--- src/rtl/mod_n_updown_counter_if.sv ---
// mod_n_updown_counter_if: control, data and status bundle of the mod-N up/down counter
interface mod_n_updown_counter_if #(
    parameter int N_MAX = 60
);
    localparam int W = $clog2(N_MAX);
    localparam int MW = $clog2(N_MAX + 1);
    logic clear;
    logic load;
    logic en;
    logic up_dn;
    logic [MW-1:0] modulus;
    logic [W-1:0] load_data;
    logic [W-1:0] count;
    logic tc;
    logic wrap;
    logic sat;
    modport master (
        output clear, load, en, up_dn, modulus, load_data,
        input count, tc, wrap, sat
    );
    modport slave (
        input clear, load, en, up_dn, modulus, load_data,
        output count, tc, wrap, sat
    );
endinterface

--- src/rtl/mod_n_updown_counter.sv ---
// mod_n_updown_counter: runtime-modulus up/down counter with clear, load, cascade carry and optional saturation
module mod_n_updown_counter #(
    parameter int N_MAX = 60,
    parameter bit SATURATE = 1'b0
) (
    input logic clk,
    input logic reset_n,
    mod_n_updown_counter_if.slave bus
);
    localparam int W = $clog2(N_MAX);
    localparam int MW = $clog2(N_MAX + 1);
    logic [W:0] me, top, term, cur;
    logic [W-1:0] ld, nxt, count_q;
    logic wrap_q, sat_q, at_t;
    always_comb begin
        me = (bus.modulus < MW'(2)) ? (W+1)'(1) :
             (bus.modulus > MW'(N_MAX)) ? (W+1)'(N_MAX) : (W+1)'(bus.modulus);
        top = me - (W+1)'(1);
        cur = {1'b0, count_q};
        term = bus.up_dn ? top : '0;
        at_t = cur == term;
        ld = ({1'b0, bus.load_data} >= me) ? top[W-1:0] : bus.load_data;
        // a count left above the terminal by a shrinking modulus re-enters the valid range
        nxt = bus.up_dn
            ? ((cur > top) ? '0 : at_t ? (SATURATE ? count_q : '0) : count_q + W'(1))
            : ((cur > top) ? top[W-1:0] : at_t ? (SATURATE ? count_q : top[W-1:0]) : count_q - W'(1));
    end
    always_ff @(posedge clk or negedge reset_n) begin
        if (!reset_n) begin
            count_q <= '0;
            wrap_q <= 1'b0;
            sat_q <= 1'b0;
        end else if (bus.clear) begin
            count_q <= '0;
            wrap_q <= 1'b0;
            sat_q <= 1'b0;
        end else if (bus.load) begin
            count_q <= ld;
            wrap_q <= 1'b0;
        end else if (bus.en) begin
            count_q <= nxt;
            wrap_q <= at_t;
            if (SATURATE && at_t) sat_q <= 1'b1;
        end else begin
            wrap_q <= 1'b0;
        end
    end
    assign bus.count = count_q;
    assign bus.tc = bus.en & ~bus.clear & ~bus.load & at_t;
    assign bus.wrap = wrap_q;
    assign bus.sat = SATURATE & sat_q;
endmodule
--- src/flat_wrapper.sv ---
// flat-port wrapper written by rule: the top's interface ports become plain ports
module mod_n_updown_counter_flat 
#(
    parameter int N_MAX = 60,
    parameter bit SATURATE = 1'b0
)
  (clk, reset_n, bus_clear, bus_load, bus_en, bus_up_dn, bus_modulus, bus_load_data, bus_count, bus_tc, bus_wrap, bus_sat);
  mod_n_updown_counter_if #(.N_MAX(N_MAX)) bus_i ();
  input logic clk;
  input logic reset_n;
  input wire logic [$bits(bus_i.clear)-1:0] bus_clear;
  input wire logic [$bits(bus_i.load)-1:0] bus_load;
  input wire logic [$bits(bus_i.en)-1:0] bus_en;
  input wire logic [$bits(bus_i.up_dn)-1:0] bus_up_dn;
  input wire logic [$bits(bus_i.modulus)-1:0] bus_modulus;
  input wire logic [$bits(bus_i.load_data)-1:0] bus_load_data;
  output wire logic [$bits(bus_i.count)-1:0] bus_count;
  output wire logic [$bits(bus_i.tc)-1:0] bus_tc;
  output wire logic [$bits(bus_i.wrap)-1:0] bus_wrap;
  output wire logic [$bits(bus_i.sat)-1:0] bus_sat;
  assign bus_i.clear = bus_clear;
  assign bus_i.load = bus_load;
  assign bus_i.en = bus_en;
  assign bus_i.up_dn = bus_up_dn;
  assign bus_i.modulus = bus_modulus;
  assign bus_i.load_data = bus_load_data;
  assign bus_count = bus_i.count;
  assign bus_tc = bus_i.tc;
  assign bus_wrap = bus_i.wrap;
  assign bus_sat = bus_i.sat;
  mod_n_updown_counter #(.N_MAX(N_MAX), .SATURATE(SATURATE)) u_core (.clk(clk), .reset_n(reset_n), .bus(bus_i));
endmodule
--- config.mk ---
export PLATFORM = sky130hd
export DESIGN_NAME = mod_n_updown_counter_flat
export DESIGN_NICKNAME = d
export VERILOG_FILES = /design/src/rtl/mod_n_updown_counter_if.sv /design/src/rtl/mod_n_updown_counter.sv /design/src/flat_wrapper.sv
export SDC_FILE = /design/constraint.sdc
export NUM_CORES = 1
export LEC_CHECK = 0
export CORE_MARGIN = 3
export CORE_UTILIZATION = 52
export DETAILED_ROUTE_END_ITERATION = 12
export PLACE_DENSITY_LB_ADDON = 0.12
export SYNTH_ARGS = -nofsm -noshare
export SYNTH_HDL_FRONTEND = slang
export SYNTH_SLANG_ARGS = --single-unit
--- constraint.sdc ---
create_clock -name clk -period 3.3 [get_ports clk]
set_input_delay 0.495 -clock clk [delete_from_list [all_inputs] [get_ports clk]]
set_output_delay 0.495 -clock clk [all_outputs]
set_load 0.02 [all_outputs]
Yosys cells after proc, flatten, opt, wreduce, memory -nomap -nowiden
Cells that the tools add are included.
{ "word_totals": {"wordCells": 31, "ff_bits": 7, "inputBits": 18} }
{ "classes": {"magnitude_cmp": 4, "n_eq_ne": 1, "muxes": 15, "addsub": 3, "n_reduce_logical": 1, "bitwise_logic": 5} }
{ "ops": {"columns": ["cell", "n"], "rows": [
  ["$mux 6", 10],
  ["$mux 7", 2],
  ["$eq 6x7->1", 1],
  ["$ge 6x7->1", 1],
  ["$gt 6x7->1", 1],
  ["$sub 7x1->7 const B", 1],
  ["$add 6x1->6 const B", 1],
  ["$gt 6x6->1 const B", 1],
  ["$lt 6x2->1 const B", 1],
  ["$sub 6x1->6 const B", 1],
  ["$and 1x1->1", 3],
  ["$mux 1", 3],
  ["$reduce_bool 3->1", 1],
  ["$not 1->1", 2]
]} }

Longest topological paths before layout
Gate-level depths: netlist of run 1.
{ "logic_depth": {"ltp_word": 12, "ltp_mapped": 16, "mapped_depth_nobuf": 15} }

Worst setup path after synthesis of run 1
Ideal clock, no wire load.
{ "synth_path": {"path_type": "input port to output port", "startpoint": "input port bus_modulus[2]", "endpoint": "output port bus_tc", "required_time_ns": 2.805, "n_path_buf": 1, "path_slack_ns": -0.323, "path_stages": 10, "arrival_time_ns": 3.128, "path_cell_list": "buf_6 -> or4_4 -> a21oi_2 -> nor2_2 -> ha_1 -> xor2_1 -> a31oi_1 -> a221oi_1 -> o211ai_4 -> nor4_1"} }
{ "synth_via": {"elab_chain_cells": 7, "elab_cells_between_ends": 8, "cone_classes": "add/sub: 1; order compare: 2; eq/ne: 1; mux: 3; bitwise: 1"} }
{ "synth_rtl": {"columns": ["element", "line", "source"], "rows": [
  ["start: declaration", "flat_wrapper.sv:15", "input wire logic [$bits(bus_i.modulus)-1:0] bus_modulus;"],
  ["$gt 6x6->1", "mod_n_updown_counter.sv:17", "(bus.modulus > MW'(N_MAX)) ? (W+1)'(N_MAX) : (W+1)'(bus.modulus);"],
  ["$mux 6", "mod_n_updown_counter.sv:17", null],
  ["$mux 7 (*)", "mod_n_updown_counter.sv:16", "me = (bus.modulus < MW'(2)) ? (W+1)'(1) :"],
  ["$sub 7x1->7 (*)", "mod_n_updown_counter.sv:18", "top = me - (W+1)'(1);"],
  ["$mux 7 (*)", "mod_n_updown_counter.sv:20", "term = bus.up_dn ? top : '0;"],
  ["$eq 6x7->1 (*)", "mod_n_updown_counter.sv:21", "at_t = cur == term;"],
  ["$and 1x1->1 (*)", "mod_n_updown_counter.sv:49", "assign bus.tc = bus.en & ~bus.clear & ~bus.load & at_t;"],
  ["end: declaration", "flat_wrapper.sv:18", "output wire logic [$bits(bus_i.tc)-1:0] bus_tc;"]
]} }
Mark *: on every way between the ends. The rest lies on a longest branch, timed or not.

Worst setup path after layout of run 1
{ "layout_path": {"startpoint": "input port bus_modulus[1]", "endpoint": "register u_core.count_q[3], in the netlist u_core.bus.count[3]"} }
{ "layout_via": {"elab_chain_cells": 12, "elab_cells_between_ends": 18, "cone_classes": "add/sub: 1; order compare: 4; eq/ne: 1; mux: 12"} }
{ "layout_rtl": {"columns": ["element", "line", "source"], "rows": [
  ["$gt 6x6->1", "mod_n_updown_counter.sv:17", null],
  ["$mux 6", "mod_n_updown_counter.sv:17", null],
  ["$mux 7 (*)", "mod_n_updown_counter.sv:16", null],
  ["branches (longest 7 deep; another with $sub 7x1->7)", null, null],
  ["$mux 6 (*)", "mod_n_updown_counter.sv:37", "end else if (bus.load) begin"],
  ["$mux 6 (*)", "mod_n_updown_counter.sv:33", "end else if (bus.clear) begin"],
  ["end signal: assignment", "mod_n_updown_counter.sv:38", "count_q <= ld;"],
  ["end signal: assignment", "mod_n_updown_counter.sv:41", "count_q <= nxt;"],
  ["end: declaration", "mod_n_updown_counter.sv:13", "logic [W-1:0] ld, nxt, count_q;"]
]} }
Every way passes the cells marked *. The select of a mux whose other input is x is not followed.
A chain may end at the register's enable or synchronous reset.

==> results.sh, run 1 <==
export IMPL_status="finished, violations left"
export IMPL_violations="setup timing"
export IMPL_grt_usage_pct=33.21
export IMPL_start_util_pct=56.73
export IMPL_final_cell_area_um2=2004
export IMPL_synth_main_ff_cell="dfrtp_1"
export IMPL_r2r_start="u_core.bus.count[5]"
export IMPL_grt_pass1_vias=1648
export IMPL_synth_distinct_cells=53
export IMPL_vias_per_cell=6.821
export IMPL_fin_nets=258
export IMPL_cellLeakagePower_nw=0.8920
export IMPL_hold_ws_ps=505.1
export IMPL_p_per_area_nw_per_um2=319.7
export IMPL_synth_area_leaders="ha_1 (15%), dfrtp_1 (14%), mux2i_1 (7.0%)"
export IMPL_start_kind="input port"
export IMPL_cts_root_buffer="clkbuf_4"
export IMPL_fin_util_pct=88.07
export IMPL_path_class="input port to flip-flop"
export IMPL_finalSetupTns_ps=-890.2
export IMPL_die_w_um=55.83
export IMPL_min_period_ps=3453
export IMPL_yosysSeqAreaShare_pct=13.57
export IMPL_max_freq_mhz=289.6
export IMPL_final_common_cell="buf_4"
export IMPL_wl_per_cell_um=21.58
export IMPL_drt_iter0_drc=177
export IMPL_ant_nets=0
export IMPL_syn_num_nets=198
export IMPL_grt_pass1_wl_um=8135
export IMPL_globalplace_congestion=0.9026
export IMPL_cp_required_ps=3450
export IMPL_rows=17
export IMPL_grt_max_degree=15
export IMPL_path_max_fanout=5
export IMPL_maxSlewViolCount=0
export IMPL_fin_skew_ps=0.6829
export IMPL_postPlaceCellArea_um2=1802
export IMPL_critPathArrivalTime_ps=3600
export IMPL_fin_ws_ps=-152.8
export IMPL_clock_path_buffers=2
export IMPL_irDropWorstVdd_mv=0.3433
export IMPL_yosys_register_bits=7
export IMPL_holdCritPathClass="input port to async pin"
export IMPL_antennaDiodeCount=0
export IMPL_grt_ovfl_total=0
export IMPL_syn_cell_area_um2=1291
export IMPL_layout_drive_gt1_share_pct=35.27
export IMPL_cts_tree="yes"
export IMPL_hpwl_um=3294
export IMPL_ys_warn_count=0
export IMPL_clkLatencyLatePin_ps=260
export IMPL_synth_async_reset_ratio_pct=100.0
export IMPL_route_detailed_drc=0
export IMPL_hold_viol_final=0
export IMPL_port_buffers=25
export IMPL_core_region_area_um2=2276
export IMPL_ioPinCount=27
export IMPL_dp_cells=241
export IMPL_rsz0062_at_grt="yes"
export IMPL_cts_sinks=7
export IMPL_layout_common_cells="buf_4 (34), clkdlybuf4s50_1 (18), nand2_1 (16)"
export IMPL_synth_area_leader_cell="ha_1"
export IMPL_finalCritPeriodShare_pct=104.6
export IMPL_cts_hold_buf=0
export IMPL_die_y_um=55.83
export IMPL_avgSynthCellArea_um2=7.826
export IMPL_routed_wl_um=5439
export IMPL_die_area_um2=3117
export IMPL_vias=1719
export IMPL_h_tree_depth=1
export IMPL_setup_viol=7
export IMPL_firstDrtPassIters=6
export IMPL_synth_edff_count=0
export IMPL_cts_clk_slew_worst_paths_ps=50
export IMPL_stdcell_count=252
export IMPL_synthCells=165
export IMPL_antenna_found_initial=0
export IMPL_cts_buffers=3
export IMPL_synth_top_area_share_pct=14.53
export IMPL_cap_violations=0
export IMPL_setup_worst_path_start="bus_modulus[1]"
export IMPL_cp_end_kind="flip-flop"
export IMPL_area_growth_pct=55.23
[metal layers]
layer | vias to the layer above | track usage (%) | share of wire (%)
li1 | 712 | - | -
met1 | 781 | 39.41 | 34
met2 | 168 | 55.57 | 47
met3 | 58 | 7.193 | 11
met4 | 0 | 17.63 | 7.5
met5 | - | 0 | 0
[registers in the layout, indices dropped and copies added (netlist names)]
name              cells
u_core.bus.count      6
u_core.bus.wrap       1
[cell families after synthesis]
logic type	share of synthesized area, %
simple gates	20.74
compound gates	25.49
buf+inv	8.914
fa+ha+maj	14.53
mux	9.012
xor+xnor	7.462
flops	13.57
other cells	0.2904
[stage by stage]
stage,setup WS [ps],total power [mW]
final,-152.8,0.6408
after global routing,-253.7,0.6660
after CTS,-39.84,0.5845
after detailed placement,-876.2,0.4559
after global placement,-738.0,0.4394
after floorplan,-67.08,0.3161
[power breakdown]
part | total (mW) | switching [mW] | internal [mW] | leakage (nW)
combinational | 0.437 | 0.225 | 0.212 | 0.785
clock | 0.0827 | 0.0363 | 0.0464 | 0.0150
sequential | 0.121 | 0.0272 | 0.0937 | 0.0918
[Yosys cell counts (all sizes together), types with 2 or more instances]
cell type / count
inv: 15
o211ai: 2
mux2i: 9
dfrtp: 7
nor2: 10
nor3b: 2
o22ai: 4
nor4: 3
a21oi: 8
xor2: 3
a31oi: 3
and2: 2
a311oi: 2
nand4: 2
xnor2: 5
mux2: 2
nor3: 2
o31ai: 2
o21ai: 15
buf: 4
clkbuf: 6
nand2: 17
nand2b: 3
ha: 15
a21o: 2
nand3: 3
[final cells by class]
type                       instances  area, um^2
sequential                         7       175.2
multi-input combinational        133        1156
timing repair buffer              64       546.8
inverter                          16       65.06
tap                               28       35.03
fill                             111       271.5
clock buffer                       4       26.28
[path summary, 6_finish.rpt]
| check | endpoint | slack [ps] | depth (start not counted) |
|---|---|---|---|
| worst max register to register | u_core.bus.count[3] | 630 | 10 |
| worst min register to register | u_core.bus.count[3] | 810 | 1 |
| worst min-delay path | u_core.bus.count[4] | 510 | 1 |
| max in group asynchronous | u_core.bus.count[2] | 2540 | 1 |
| worst max-delay path | u_core.bus.count[3] | -150 | 17 |
| min in group clk | u_core.bus.count[3] | 810 | 1 |
[critical path, cell delays in order]
cell	delay, ps
buf_2	110
or4_4	540
a21oi_4	200
nor2_4	70
ha_4	190
xor2_4	190
inv_1	90
ha_1	320
nand4_1	160
nor2_4	60
a311oi_2	260
o31ai_4	150
buf_6	150
o31ai_4	100
mux2i_1	280
a31oi_1	110
o311a_1	120
[timing repair]
item	4_1_cts	5_1_grt
gates resized for setup	46	9
buffers inserted	5	2
pin swaps	21	15
cloned	1	0
setup endpoints to repair	7	7
Power figures use the tool's default switching activity.
==> run 2: changes to the inputs <==
--- a/config.mk
+++ b/config.mk
@@ -5,9 +5,12 @@
 export SDC_FILE = /design/constraint.sdc
 export NUM_CORES = 1
 export LEC_CHECK = 0
+export CELL_PAD_IN_SITES_DETAIL_PLACEMENT = 1
+export CELL_PAD_IN_SITES_GLOBAL_PLACEMENT = 1
 export CORE_MARGIN = 3
-export CORE_UTILIZATION = 52
+export CORE_UTILIZATION = 37
 export DETAILED_ROUTE_END_ITERATION = 12
+export HOLD_SLACK_MARGIN = 0.1
 export PLACE_DENSITY_LB_ADDON = 0.12
 export SYNTH_ARGS = -nofsm -noshare
 export SYNTH_HDL_FRONTEND = slang
==> results.sh, run 2 (synthesis gave the netlist of run 1 again) <==
export IMPL_status="finished, violations left"
export IMPL_violations="setup timing"
export IMPL_path_class="input port to flip-flop"
export IMPL_min_period_ps=3452
export IMPL_hold_viol_final=0
export IMPL_regToRegEndpoint="u_core.bus.count[4]"
export IMPL_final_common_cell="buf_4"
export IMPL_vias_per_cell=6.007
export IMPL_cts_tree="yes"
export IMPL_clock_path_buffers=2
export IMPL_crit_family="compound AO/OA/AOI/OAI gates"
export IMPL_cts_clk_slew_worst_paths_ps=70
export IMPL_firstDrtPassIters=4
export IMPL_cap_violations=0
export IMPL_setup_viol=6
export IMPL_grt_usage_pct=25.53
export IMPL_vias=1622
export IMPL_crit_buf_inv=3
export IMPL_setup_worst_path_start="bus_modulus[1]"
export IMPL_maxSlewViolCount=0
export IMPL_ff2ff_setup_slack_ps=610
export IMPL_cp_num_cells=17
export IMPL_ant_nets=0
export IMPL_globalplace_congestion=0.9473
export IMPL_r2r_start="u_core.bus.count[0]"
export IMPL_routed_wl_um=6251
export IMPL_antenna_found_initial=0
export IMPL_worstRegToRegCells=11
export IMPL_route_detailed_drc=0
export IMPL_layout_common_cells="buf_4 (39), clkdlybuf4s50_1 (18), nand2_1 (16)"
export IMPL_path_max_fanout=5
export IMPL_cts_buffers=3
export IMPL_rows=20
export IMPL_start_util_pct=40.63
export IMPL_die_area_um2=4235
export IMPL_postPlaceCellArea_um2=1822
export IMPL_start_kind="input port"
export IMPL_clkLatencyLatePin_ps=260
export IMPL_cts_root_buffer="clkbuf_4"
export IMPL_wl_per_cell_um=23.15
export IMPL_core_region_area_um2=3178
export IMPL_fin_util_pct=64.72
export IMPL_largest_reg_flops=6
export IMPL_cpPeakStageDelay_ps=550
export IMPL_finalPower_mw=0.6437
export IMPL_fin_nets=260
export IMPL_holdCritPathClass="input port to async pin"
export IMPL_p_per_area_nw_per_um2=312.9
export IMPL_cp_required_ps=3430
export IMPL_register_area_um2=175.2
export IMPL_drt_iter0_drc=142
export IMPL_fin_skew_ps=12.71
export IMPL_grt_ovfl_total=0
export IMPL_port_buffers=25
export IMPL_max_freq_mhz=289.7
export IMPL_final_cell_area_um2=2057
export IMPL_critPathSlowestCell="or4_4"
export IMPL_layout_drive_gt1_share_pct=36.28
export IMPL_hpwl_um=3954
export IMPL_grt_max_degree=15
export IMPL_fill_cells=372
export IMPL_irDropWorstVdd_mv=0.1070
export IMPL_grt_pass1_vias=1674
export IMPL_critPathArrivalTime_ps=3580
export IMPL_area_growth_pct=59.30
export IMPL_die_y_um=65.08
export IMPL_finalCritPeriodShare_pct=104.6
export IMPL_cts_hold_buf=0
export IMPL_fin_ws_ps=-151.8
export IMPL_cp_end_kind="flip-flop"
export IMPL_antennaDiodeCount=0
export IMPL_die_w_um=65.08
export IMPL_path_cells="buf_6 > or4_4 > a21oi_4 > nor2_4 > ha_4 > xor2_4 > inv_1 > ha_1 > nand4_1 > nor2_4 > a311oi_4 > o31ai_4 > buf_4 > o31ai_4 > o21ai_1 > o221ai_1 > a21oi_1"
export IMPL_rsz0062_at_grt="yes"
export IMPL_grt_pass1_wl_um=8273
export IMPL_cellLeakagePower_nw=0.9283
export IMPL_ioPinCount=27
export IMPL_h_tree_depth=1
export IMPL_multi_input_area_um2=1171
export IMPL_cts_sinks=7
export IMPL_endpoint="u_core.bus.count[4]"
==> run 2: repair_timing <==
action                     4_1_cts  5_1_grt
pin swaps                       13       22
gates resized for setup         33       21
buffers inserted                 3        5
gates cloned                     1        0
setup endpoints to repair        7        7
==> run 2: layout make-up <==
cell class | instances | share of cell area [%]
repair buffers | 66 | 27.43
well taps | 44 | 2.676
clock buffers | 4 | 1.277
flip-flops and latches | 7 | 8.516
inverters | 16 | 3.163
multi-input cells | 133 | 56.93
==> run 2: metrics by stage <==
stage | hold slack (ps) | worst slack, ps | setup TNS (ps) | std cells
3_5_place_dp | 762.1 | -852.3 | -5505 | 257
2_1_floorplan | 199.4 | -67.08 | -125.1 | 165
5_1_grt | 506.0 | -257.4 | -1258 | 270
3_3_place_gp | 756.0 | -714.1 | -4502 | 257
4_1_cts | 501.5 | -64.62 | -154.0 | 265
6_report | 477.9 | -151.8 | -774.5 | 270
==> run 2: how the worst min path moves through the flow <==
stage          slack, ps  startpoint  cells after the start                  end
2_1_floorplan        200     reset_n                      0  u_core.bus.count[0]
3_3_place_gp         760     reset_n                      1  u_core.bus.count[0]
3_5_place_dp         760     reset_n                      1  u_core.bus.count[0]
4_1_cts              500     reset_n                      1  u_core.bus.count[0]
5_1_grt              510     reset_n                      1  u_core.bus.count[2]
6_report             480     reset_n                      1  u_core.bus.count[1]
==> run 2: layer usage <==
layer  track usage (%)  vias to the layer above  wire length (um)
met5                 0                        -                 0
met4             9.845                        0               293
met3             4.159                       28               324
met2             46.87                       74              3091
met1             29.23                      800              2542
li1                  -                      720                 -
==> run 2: report_power, final <==
group / leakage (nW) / internal [mW] / switching, mW
Clock: 0.0150 / 0.0465 / 0.0393
Combinational: 0.821 / 0.207 / 0.236
Sequential: 0.0918 / 0.0937 / 0.0219
